### config.mk
export PLATFORM = sky130hd
export DESIGN_NAME = can_error_frame_tx
export DESIGN_NICKNAME = d
export VERILOG_FILES = /design/src/rtl/can_pkg.sv /design/src/rtl/can_bit_timer.sv /design/src/rtl/can_error_frame_tx.sv
export SDC_FILE = /design/constraint.sdc
export NUM_CORES = 1
export LEC_CHECK = 0
export BUFFER_PORTS_ARGS = -buffer_cell sky130_fd_sc_hd__clkbuf_2
export CAP_MARGIN = 5
export CORE_MARGIN = 2
export CORE_UTILIZATION = 45
export CTS_CLUSTER_DIAMETER = 80
export DETAILED_ROUTE_END_ITERATION = 16
export MAX_ROUTING_LAYER = met4
export SLEW_MARGIN = 5
export SYNTH_ARGS = -nofsm -noshare
export SYNTH_HDL_FRONTEND = slang
export SYNTH_SLANG_ARGS = --single-unit
### constraint.sdc
create_clock -name i_Clock -period 2.2 [get_ports i_Clock]
set_input_delay 0.44 -clock i_Clock [delete_from_list [all_inputs] [get_ports i_Clock]]
set_output_delay 0.44 -clock i_Clock [all_outputs]
set_load 0.05 [all_outputs]
### src/rtl/can_pkg.sv
// Shared CAN definitions: error-frame FSM encoding, error-frame field lengths
// and frame-field codes common to the TX block and the error monitors.
package can_pkg;

  typedef enum logic [1:0] {
    ST_IDLE     = 2'd0,
    ST_FLAG     = 2'd1,
    ST_WAIT_REC = 2'd2,
    ST_DELIM    = 2'd3
  } err_state_e;

  localparam int unsigned ERR_FLAG_BITS  = 6;
  localparam int unsigned ERR_DELIM_BITS = 8;

  // Frame-field codes reported by the monitors
  localparam logic [4:0] FIELD_CRC_DELIM = 5'b10001;
  localparam logic [4:0] FIELD_ACK_DELIM = 5'b10010;

endpackage

### src/rtl/can_bit_timer.sv
// Nominal bit timer: free-running 0..CLKS_PER_BIT-1 counter with synchronous
// clear, decoded into sample-point and bit-end strobes.
module can_bit_timer #(
  parameter int unsigned CLKS_PER_BIT = 10,
  parameter int unsigned SAMPLE_POINT = 7
) (
  input  logic clk,
  input  logic rst_n,
  input  logic i_clr,
  output logic o_sample_c,
  output logic o_bit_end_c
);

  localparam int unsigned CNT_W = $clog2(CLKS_PER_BIT);

  logic [CNT_W-1:0] cnt_q, cnt_d;

  always_comb begin
    cnt_d = cnt_q + CNT_W'(1);
    if (i_clr || (cnt_q == CNT_W'(CLKS_PER_BIT - 1))) begin
      cnt_d = '0;
    end
  end

  always_ff @(posedge clk or negedge rst_n) begin
    if (!rst_n) begin
      cnt_q <= '0;
    end else begin
      cnt_q <= cnt_d;
    end
  end

  assign o_sample_c  = (cnt_q == CNT_W'(SAMPLE_POINT));
  assign o_bit_end_c = (cnt_q == CNT_W'(CLKS_PER_BIT - 1));

endmodule

### src/rtl/can_error_frame_tx.sv
// CAN error-frame transmitter: sends the active/passive error flag, waits for a
// recessive bus, then sends the 8-bit recessive error delimiter.
module can_error_frame_tx
  import can_pkg::*;
#(
  parameter int unsigned CLKS_PER_BIT = 10,
  parameter int unsigned SAMPLE_POINT = 7,
  parameter int unsigned MAX_DOM_WAIT = 14
) (
  input  logic i_Clock,
  input  logic i_Reset_n,
  input  logic i_Error,
  input  logic i_Error_Passive,
  input  logic i_Rx_Data,
  output logic o_Tx_Data,
  output logic o_Busy,
  output logic o_Done,
  output logic o_Flag_Bit_Error,
  output logic o_Stuck_Dominant
);

  localparam int unsigned FLAG_W  = $clog2(ERR_FLAG_BITS);
  localparam int unsigned DELIM_W = $clog2(ERR_DELIM_BITS + 1);
  localparam int unsigned DOM_W   = $clog2(MAX_DOM_WAIT + 1);

  err_state_e         state_q, state_d;
  logic [FLAG_W-1:0]  flag_cnt_q, flag_cnt_d;
  logic [DELIM_W-1:0] delim_cnt_q, delim_cnt_d;
  logic [DOM_W-1:0]   dom_cnt_q, dom_cnt_d;
  logic               passive_q, passive_d;
  logic               tx_q, tx_d;
  logic               busy_q, busy_d;
  logic               done_q, done_d;
  logic               flag_err_q, flag_err_d;
  logic               stuck_q, stuck_d;

  logic sample_c;
  logic bit_end_c;
  logic timer_clr_c;

  // Timer held at zero in IDLE and restarted on every state entry
  assign timer_clr_c = (state_q == ST_IDLE) || (state_d != state_q);

  can_bit_timer #(
    .CLKS_PER_BIT (CLKS_PER_BIT),
    .SAMPLE_POINT (SAMPLE_POINT)
  ) u_bit_timer (
    .clk         (i_Clock),
    .rst_n       (i_Reset_n),
    .i_clr       (timer_clr_c),
    .o_sample_c  (sample_c),
    .o_bit_end_c (bit_end_c)
  );

  always_comb begin
    state_d     = state_q;
    flag_cnt_d  = flag_cnt_q;
    delim_cnt_d = delim_cnt_q;
    dom_cnt_d   = dom_cnt_q;
    passive_d   = passive_q;
    done_d      = 1'b0;
    flag_err_d  = 1'b0;
    stuck_d     = 1'b0;

    unique case (state_q)
      ST_IDLE: begin
        if (i_Error) begin
          state_d    = ST_FLAG;
          passive_d  = i_Error_Passive;
          flag_cnt_d = '0;
        end
      end

      ST_FLAG: begin
        if (sample_c && !passive_q && i_Rx_Data) begin
          flag_err_d = 1'b1;
        end
        if (bit_end_c) begin
          if (flag_cnt_q == FLAG_W'(ERR_FLAG_BITS - 1)) begin
            state_d     = ST_WAIT_REC;
            dom_cnt_d   = '0;
            delim_cnt_d = '0;
          end else begin
            flag_cnt_d = flag_cnt_q + FLAG_W'(1);
          end
        end
      end

      // A non-zero delimiter count marks that this bit was read recessive
      ST_WAIT_REC: begin
        if (sample_c) begin
          if (i_Rx_Data) begin
            delim_cnt_d = DELIM_W'(1);
          end else if (dom_cnt_q != DOM_W'(MAX_DOM_WAIT)) begin
            dom_cnt_d = dom_cnt_q + DOM_W'(1);
            stuck_d   = (dom_cnt_q == DOM_W'(MAX_DOM_WAIT - 1));
          end
        end
        if (bit_end_c && (delim_cnt_q != '0)) begin
          state_d     = ST_DELIM;
          delim_cnt_d = delim_cnt_q + DELIM_W'(1);
        end
      end

      ST_DELIM: begin
        if (sample_c && !i_Rx_Data) begin
          state_d     = ST_FLAG;
          flag_cnt_d  = '0;
          delim_cnt_d = '0;
        end else if (bit_end_c) begin
          if (delim_cnt_q == DELIM_W'(ERR_DELIM_BITS)) begin
            state_d     = ST_IDLE;
            delim_cnt_d = '0;
            done_d      = 1'b1;
          end else begin
            delim_cnt_d = delim_cnt_q + DELIM_W'(1);
          end
        end
      end

      default: state_d = ST_IDLE;
    endcase

    tx_d   = !((state_d == ST_FLAG) && !passive_d);
    busy_d = (state_d != ST_IDLE);
  end

  always_ff @(posedge i_Clock or negedge i_Reset_n) begin
    if (!i_Reset_n) begin
      state_q     <= ST_IDLE;
      flag_cnt_q  <= '0;
      delim_cnt_q <= '0;
      dom_cnt_q   <= '0;
      passive_q   <= 1'b0;
      tx_q        <= 1'b1;
      busy_q      <= 1'b0;
      done_q      <= 1'b0;
      flag_err_q  <= 1'b0;
      stuck_q     <= 1'b0;
    end else begin
      state_q     <= state_d;
      flag_cnt_q  <= flag_cnt_d;
      delim_cnt_q <= delim_cnt_d;
      dom_cnt_q   <= dom_cnt_d;
      passive_q   <= passive_d;
      tx_q        <= tx_d;
      busy_q      <= busy_d;
      done_q      <= done_d;
      flag_err_q  <= flag_err_d;
      stuck_q     <= stuck_d;
    end
  end

  assign o_Tx_Data        = tx_q;
  assign o_Busy           = busy_q;
  assign o_Done           = done_q;
  assign o_Flag_Bit_Error = flag_err_q;
  assign o_Stuck_Dominant = stuck_q;

endmodule
==> results of run 1 <==
## final timing paths
| check | end | slack, ns |
|---|---|---|
| worst min-delay path | o_Flag_Bit_Error$_DFF_PN0_ | 0.08 |
| worst max register to register | o_Busy$_DFF_PN0_ | 0.22 |
| worst max-delay path | o_Busy$_DFF_PN0_ | 0.22 |
| worst min register to register | o_Flag_Bit_Error$_DFF_PN0_ | 0.45 |
| min in group i_Clock | passive_q$_DFF_PN0_ | 0.37 |
| max in group asynchronous | o_Tx_Data$_DFF_PN1_ | 1.74 |
## stage by stage
stage,setup slack (ns),utilization (%)
6_report,0.2189,51.28
5_1_grt,0.08007,51.28
4_1_cts,0.2565,51.28
3_5_place_dp,0.2687,50.34
3_3_place_gp,0.3349,50.34
2_1_floorplan,0.3841,-
## cells by family after synthesis
family          synth area share, %
simple gates                  20.96
compound gates                17.39
flops                         43.33
buf+inv                       5.638
fa+ha+maj                     8.459
xor+xnor                      2.632
mux                           1.598
## power groups by stage
stage	clock, mW	combinational [mW]	sequential (mW)
6_report	0.203	0.577	0.681
5_1_grt	0.224	0.643	0.706
4_1_cts	0.206	0.577	0.682
3_5_place_dp	0	0.573	0.692
3_3_place_gp	0	0.561	0.687
2_1_floorplan	0	0.457	0.685
## worst max-delay path, stage by stage, from the launching register on
cell	delay, ns
dfrtp_1	0.43
inv_1	0.10
ha_1	0.20
nor3b_1	0.42
o31ai_1	0.11
o22ai_1	0.23
inv_1	0.10
a211o_1	0.28
## synth_stat cells, drive strengths merged, types with 3 or more instances
cell,n
buf,5
dfrtp,22
ha,9
inv,12
nand3,13
nor2,9
nor3,5
o21ai,5
o311ai,3
or3,3
xor2,3
## metal layers
layer | vias to the layer above | share of wire, %
li1 | 496 | -
met1 | 496 | 51
met2 | 20 | 44
met3 | 5 | 3.5
met4 | 0 | 1.8
met5 | - | 0
## state kept, by name, summed over array words and instances (netlist names), 2 cells and up
name	count
delim_cnt_q	4
dom_cnt_q	4
u_bit_timer.cnt_q	4
flag_cnt_q	3
state_q	2
## area by class of cell
| class | count | area [µm²] | area share [%] |
|---|---|---|---|
| timing repair buffer | 11 | 60.06 | 4.211 |
| clock buffer | 4 | 26.28 | 1.842 |
| sequential | 23 | 576.8 | 40.44 |
| tap | 31 | 38.79 | 2.719 |
| inverter | 12 | 45.04 | 3.158 |
| multi-input combinational | 88 | 679.4 | 47.63 |
==> out/summary.txt, run 1 <==
Status - finished, final reports clean
Setup crit end kind - register
Final setup viols - 0
Final wirelength - 2.502 mm
Placed cells - 165
Core area - 0.002781 mm²
Die Area - 0.003409 mm²
Vias in the first global route - 950
Vias per Instance - 6.018
Int Pwr - 0.8637 mW
Top Ports - 10
Final hold slack - 0.08241 ns
Port bufs - 9
Non-filler cells in the finished layout - 169
Met1 Track Usage GR - 21.29%
Pwr Total - 1.461 mW
CTS Hold Buffers Added - 0
Global-route wire length before repair - 4.229 mm
Post-Synthesis Cells - 128
Worst Skew - 0.008935 ns
Area contributors post-synth - dfrtp_1, ha_1, nand3_1, inv_1, nor2_1
Critical Path Start - delim_cnt_q[0]$_DFFE_PN0P_
Std-Cell Rows - 19
Drt drc - 0
Total Negative Setup Slacks - 0 ns
Largest net degree at the start of global routing - 24
Netlist cell types - 51
Max Cap Viol - 0
Final Critical Period - 1.981 ns
Worst min path class - in -> async
Sequential share of the synthesized area - 43.33%
Slew Limit Fails - 0
Leak Pwr - 0.6470 nW
Initial antenna violation count - 0
Clock latency at the later pin of the worst-skew pair - 0.33 ns
Layout cell share with drive strength beyond 1 - 18.12%
Comb pwr share - 39.5%
Clk buf depth - 2
Clock Sink Count - 23
GP Congestion - 0.8991
Top FF cell, synth - dfrtp_1
CTS H-tree depth - 1
Die X - 58.39 µm
Clock Power Share - 13.9%
Area growth, synth to finish - 7.143%
HPWL after detailed placement - 1.830 mm
Most common cell after layout, fill and taps aside - dfrtp_1
Slew @ Worst Pin - 0.5732 ns
Fill cells - 261
Final ANT Viol Nets - 0
Sw frac - 40.87%
R2R Path Start - delim_cnt_q[0]$_DFFE_PN0P_
Async SR Flop Fraction - 100.0%
Syn nets - 142
Hold violation count in the final report - 0
Number of synthesized flops with an enable pin - 0
Pwr dens - 1024 mW/mm²
Max VDD drop - 0.6180 mV
Avg Cell Area, Syn - 10.40 µm²
Fin nets - 153
Synthesis-stage register bit count - 23
NetSw - 0.5969 mW
Crit path required time - 2.42 ns
Most frequent cells in the layout - dfrtp_1, nand3_1, inv_1
GRT overflow - 0
RSZ-0062 raised after global routing - no
Clk slew on worst S/H paths - 0.13 ns
Critical Path Fanout Max - 4
Synth Warn # - 0
Fmax - 504.8 MHz
Crit path launch type - register
DP Area - 0.001400 mm²
Number of DRC markers in iteration 0 - 18
Post-synth top area cell - dfrtp_1
All-layer global routing usage - 16.82%
DR vias - 1,017
Final Instance Area - 0.001426 mm²
Cell count of the worst reg-to-reg path - 7
Most used routing layer - met2
Sequential share of power - 46.6%
CTS Buf Count - 3
Met2 GRT Util - 26.32%
Setup Crit Path Kind - reg -> reg
Post-CTS Setup Inserts - 0
Initial Util - 47.86%
Pre-Repair DR Iteration Count - 6
Synth top area share - 41.35%
Resized cells post-CTS - 0
Inserted Diodes - 0
Root Driver - clkbuf_4
Met3 global-route usage - 2.637%
Final period util - 90.05%
Mapped Area - 0.001331 mm²
Arrival time at the worst endpoint - 2.20 ns
CTS tree - done
Relative max-transition margin - 61.79%
DIE HEIGHT - 58.39 µm
Avg WL per Cell - 14.80 µm
Power figures use the tool's default switching activity.
==> run 2, diff against run 1 <==
- GPL_TIMING_DRIVEN: default -> 0
- SYNTH_HIERARCHICAL: default -> 1
==> run 2 against run 1 <==
Effect of this change: utilization fell by 1.2 points; final cell count grew 12%; sequential share of layout area is 1.8 points lower; cell area is 4.6% higher; via count is 5.6% higher; worst hold slack better by 0.0035 ns; clock skew is 0.0031 ns higher; global-route usage is 0.83 points higher; sequential power fell by 8.4%; sequential cell count unchanged; fmax fell by 0.80%; wire length rose by 4.6%; highest routed layer unchanged.
==> out/summary.txt, run 2 <==
Status - finished, final reports clean
Slew @ Worst Pin - 0.5850 ns
Total Negative Setup Slacks - 0 ns
Area growth, synth to finish - 9.058%
Mapped Area - 0.001368 mm²
Most common cell after layout, fill and taps aside - dfrtp_1
Placed cells - 185
Area contributors post-synth - dfrtp_1, ha_1, nor2_1, nand3_1, o21ai_0
Vias per Instance - 5.683
Post-Synthesis Cells - 143
Flop2flop setup slack - 0.20 ns
Root Driver - clkbuf_4
Syn nets - 157
Largest net degree at the start of global routing - 24
Top Ports - 10
Number of synthesized flops with an enable pin - 0
Worst r2r dst - u_bit_timer/cnt_q[1]$_DFF_PN0_
Sw frac - 40.44%
Final period util - 90.77%
Clk buf depth - 2
Buf/Inv on CP - 1
Comb pwr share - 39.8%
Global-route wire length before repair - 4.547 mm
CP most frequent cell - nor2_1
Core Util, Final - 50.08%
Leak Pwr - 0.6542 nW
CP peak stage delay - 0.42 ns
CP top delay family - simple AND/OR/NAND/NOR gates
Most frequent cells in the layout - dfrtp_1, nor2_1, nand3_1
Synth Warn # - 6
Initial Util - 45.92%
CTS tree - done
Std-Cell Rows - 20
RSZ-0062 raised after global routing - no
Fmax - 500.8 MHz
Met2 GRT Util - 27.94%
Top FF cell, synth - dfrtp_1
Sequential share of the synthesized area - 42.18%
Hold violation count in the final report - 0
Fill cells - 285
Crit path launch type - register
Post-synth top area cell - dfrtp_1
Die Area - 0.003496 mm²
Drt drc - 0
Slew Limit Fails - 0
GRT overflow - 0
CTS Buf Count - 3
Layout cell share with drive strength beyond 1 - 16.67%
Sequence of cells on the critical path - inv_1 -> ha_1 -> nand2_1 -> nor2_4 -> nor2_1 -> nor2_1 -> o31ai_1 -> a21oi_1 -> o21bai_1 -> nor2_1
Non-filler cells in the finished layout - 189
CTS Hold Buffers Added - 0
Netlist cell types - 48
Port bufs - 9
Sequential share of power - 45.2%
Int Pwr - 0.8219 mW
All-layer global routing usage - 17.65%
CP Depth - 10
Avg WL per Cell - 13.85 µm
CTS H-tree depth - 1
Crit path required time - 2.43 ns
Met1 Track Usage GR - 21.99%
Worst setup endpoint - u_bit_timer/cnt_q[1]$_DFF_PN0_
Fin nets - 171
Critical Path Fanout Max - 8
Pre-Repair DR Iteration Count - 4
DIE HEIGHT - 59.13 µm
Most used routing layer - met2
Cell count of the worst reg-to-reg path - 10
Final ANT Viol Nets - 0
Most frequent cell after synthesis - dfrtp_1
Setup crit end kind - register
Synth top area share - 40.26%
HPWL after detailed placement - 1.966 mm
Synthesis-stage register bit count - 23
Vias in the first global route - 1,090
Final setup viols - 0
Final Critical Period - 1.997 ns
Number of DRC markers in iteration 0 - 41
Largest regs - delim_cnt_q x4, dom_cnt_q x4, u_bit_timer/cnt_q x4
Die X - 59.13 µm
Initial antenna violation count - 0
Setup Crit Path Kind - reg -> reg
Max VDD drop - 0.3683 mV
Clock latency at the later pin of the worst-skew pair - 0.32 ns
Avg Cell Area, Syn - 9.563 µm²
Inserted Diodes - 0
Core area - 0.002978 mm²
Clock Power Share - 15.0%
Slowest cell on crit path - dfrtp_1
Max Cap Viol - 0
Clock Sink Count - 23
GP Congestion - 0.8816
NetSw - 0.5580 mW
Clk slew on worst S/H paths - 0.14 ns
Relative max-transition margin - 61.00%
Async SR Flop Fraction - 100.0%
R2R Path Start - u_bit_timer/cnt_q[1]$_DFF_PN0_
Arrival time at the worst endpoint - 2.23 ns
Critical Path Start - u_bit_timer/cnt_q[1]$_DFF_PN0_
Post-synth top cells - dfrtp_1, nor2_1, nand3_1
Final wirelength - 2.618 mm
Pwr dens - 925.2 mW/mm²
Worst min path class - in -> async
Met3 global-route usage - 2.838%
DR vias - 1,074
Worst Skew - 0.01207 ns
-- run 2: changes by cell type after synthesis, sizes merged, moves of 2 or more --
cell,previous run,this run
nor2b,1,3
nand3,13,10
o311ai,3,0
and4b,0,2
nand2,2,9
o21ai,5,11
o31ai,1,5
inv,12,9
nand2b,0,5
a21oi,1,7
buf,5,3
nor2,9,14
or3,3,1
nor3,5,2
-- run 2: layout make-up --
type / count / area [µm²] / share of cell area, %
Clock buffer: 3 / 22.52 / 1.510
Timing Repair Buffer: 9 / 45.04 / 3.020
Buffer: 4 / 20.02 / 1.342
Clock inverter: 1 / 7.507 / 0.5034
Sequential cell: 23 / 576.8 / 38.67
Inverter: 9 / 33.78 / 2.265
Multi-Input combinational cell: 107 / 744.5 / 49.92
Tap cell: 33 / 41.29 / 2.768
-- run 2: power by group through the flow --
stage	clock network, mW	registers [mW]	logic, mW
5_1_grt	0.232	0.640	0.618
4_1_cts	0.217	0.621	0.551
2_1_floorplan	0	0.655	0.391
6_report	0.207	0.624	0.549
3_5_place_dp	0	0.629	0.546
3_3_place_gp	0	0.622	0.536
-- run 2: logic make-up (layout without fill, tap and decap cells) --
group	after synthesis	after routing	synth area share, %
compound gates	36	36	18.67
fa+ha+maj	9	9	8.234
simple gates	59	59	24.61
mux	1	1	1.098
xor+xnor	2	2	1.281
buf+inv	13	26	3.933
flops	23	23	42.18
-- run 2: how the worst min path moves through the flow --
stage | startpoint | end | slack (ns) | cells after the start
final | i_Reset_n | u_bit_timer/cnt_q[0]$_DFF_PN0_ | 0.09 | 1
after global routing | i_Reset_n | u_bit_timer/cnt_q[0]$_DFF_PN0_ | 0.12 | 1
after CTS | i_Reset_n | u_bit_timer/cnt_q[0]$_DFF_PN0_ | 0.10 | 1
after detailed placement | passive_q$_DFF_PN0_ | o_Flag_Bit_Error$_DFF_PN0_ | 0.44 | 1
after global placement | passive_q$_DFF_PN0_ | o_Flag_Bit_Error$_DFF_PN0_ | 0.44 | 1
after floorplan | i_Reset_n | delim_cnt_q[0]$_DFFE_PN0P_ | 0.14 | 0
-- run 2: per-layer routing --
metal  wire length, µm  vias to the layer above
li1                  -                      540
met1              1246                      517
met2              1269                       12
met3                53                        5
met4                48                        0
met5                 0                        -
-- run 2: through the flow --
step | instance area (µm²) | setup slack [ns] | power (mW) | hold slack [ns]
6_report | 1491 | 0.2030 | 1.380 | 0.08589
5_1_grt | 1491 | 0.04596 | 1.490 | 0.1165
4_1_cts | 1486 | 0.1215 | 1.389 | 0.1017
3_5_place_dp | 1454 | 0.01129 | 1.175 | 0.4391
3_3_place_gp | 1454 | 0.03402 | 1.157 | 0.4407
2_1_floorplan | 1368 | 0.4034 | 1.046 | 0.1444
-- run 2: timing repair --
item | in CTS | in global routing
endpoints found under the hold margin | 0 | 0
setup endpoints to repair | 2 | 2
setup buffers | 0 | 0
resized for setup | 1 | 1
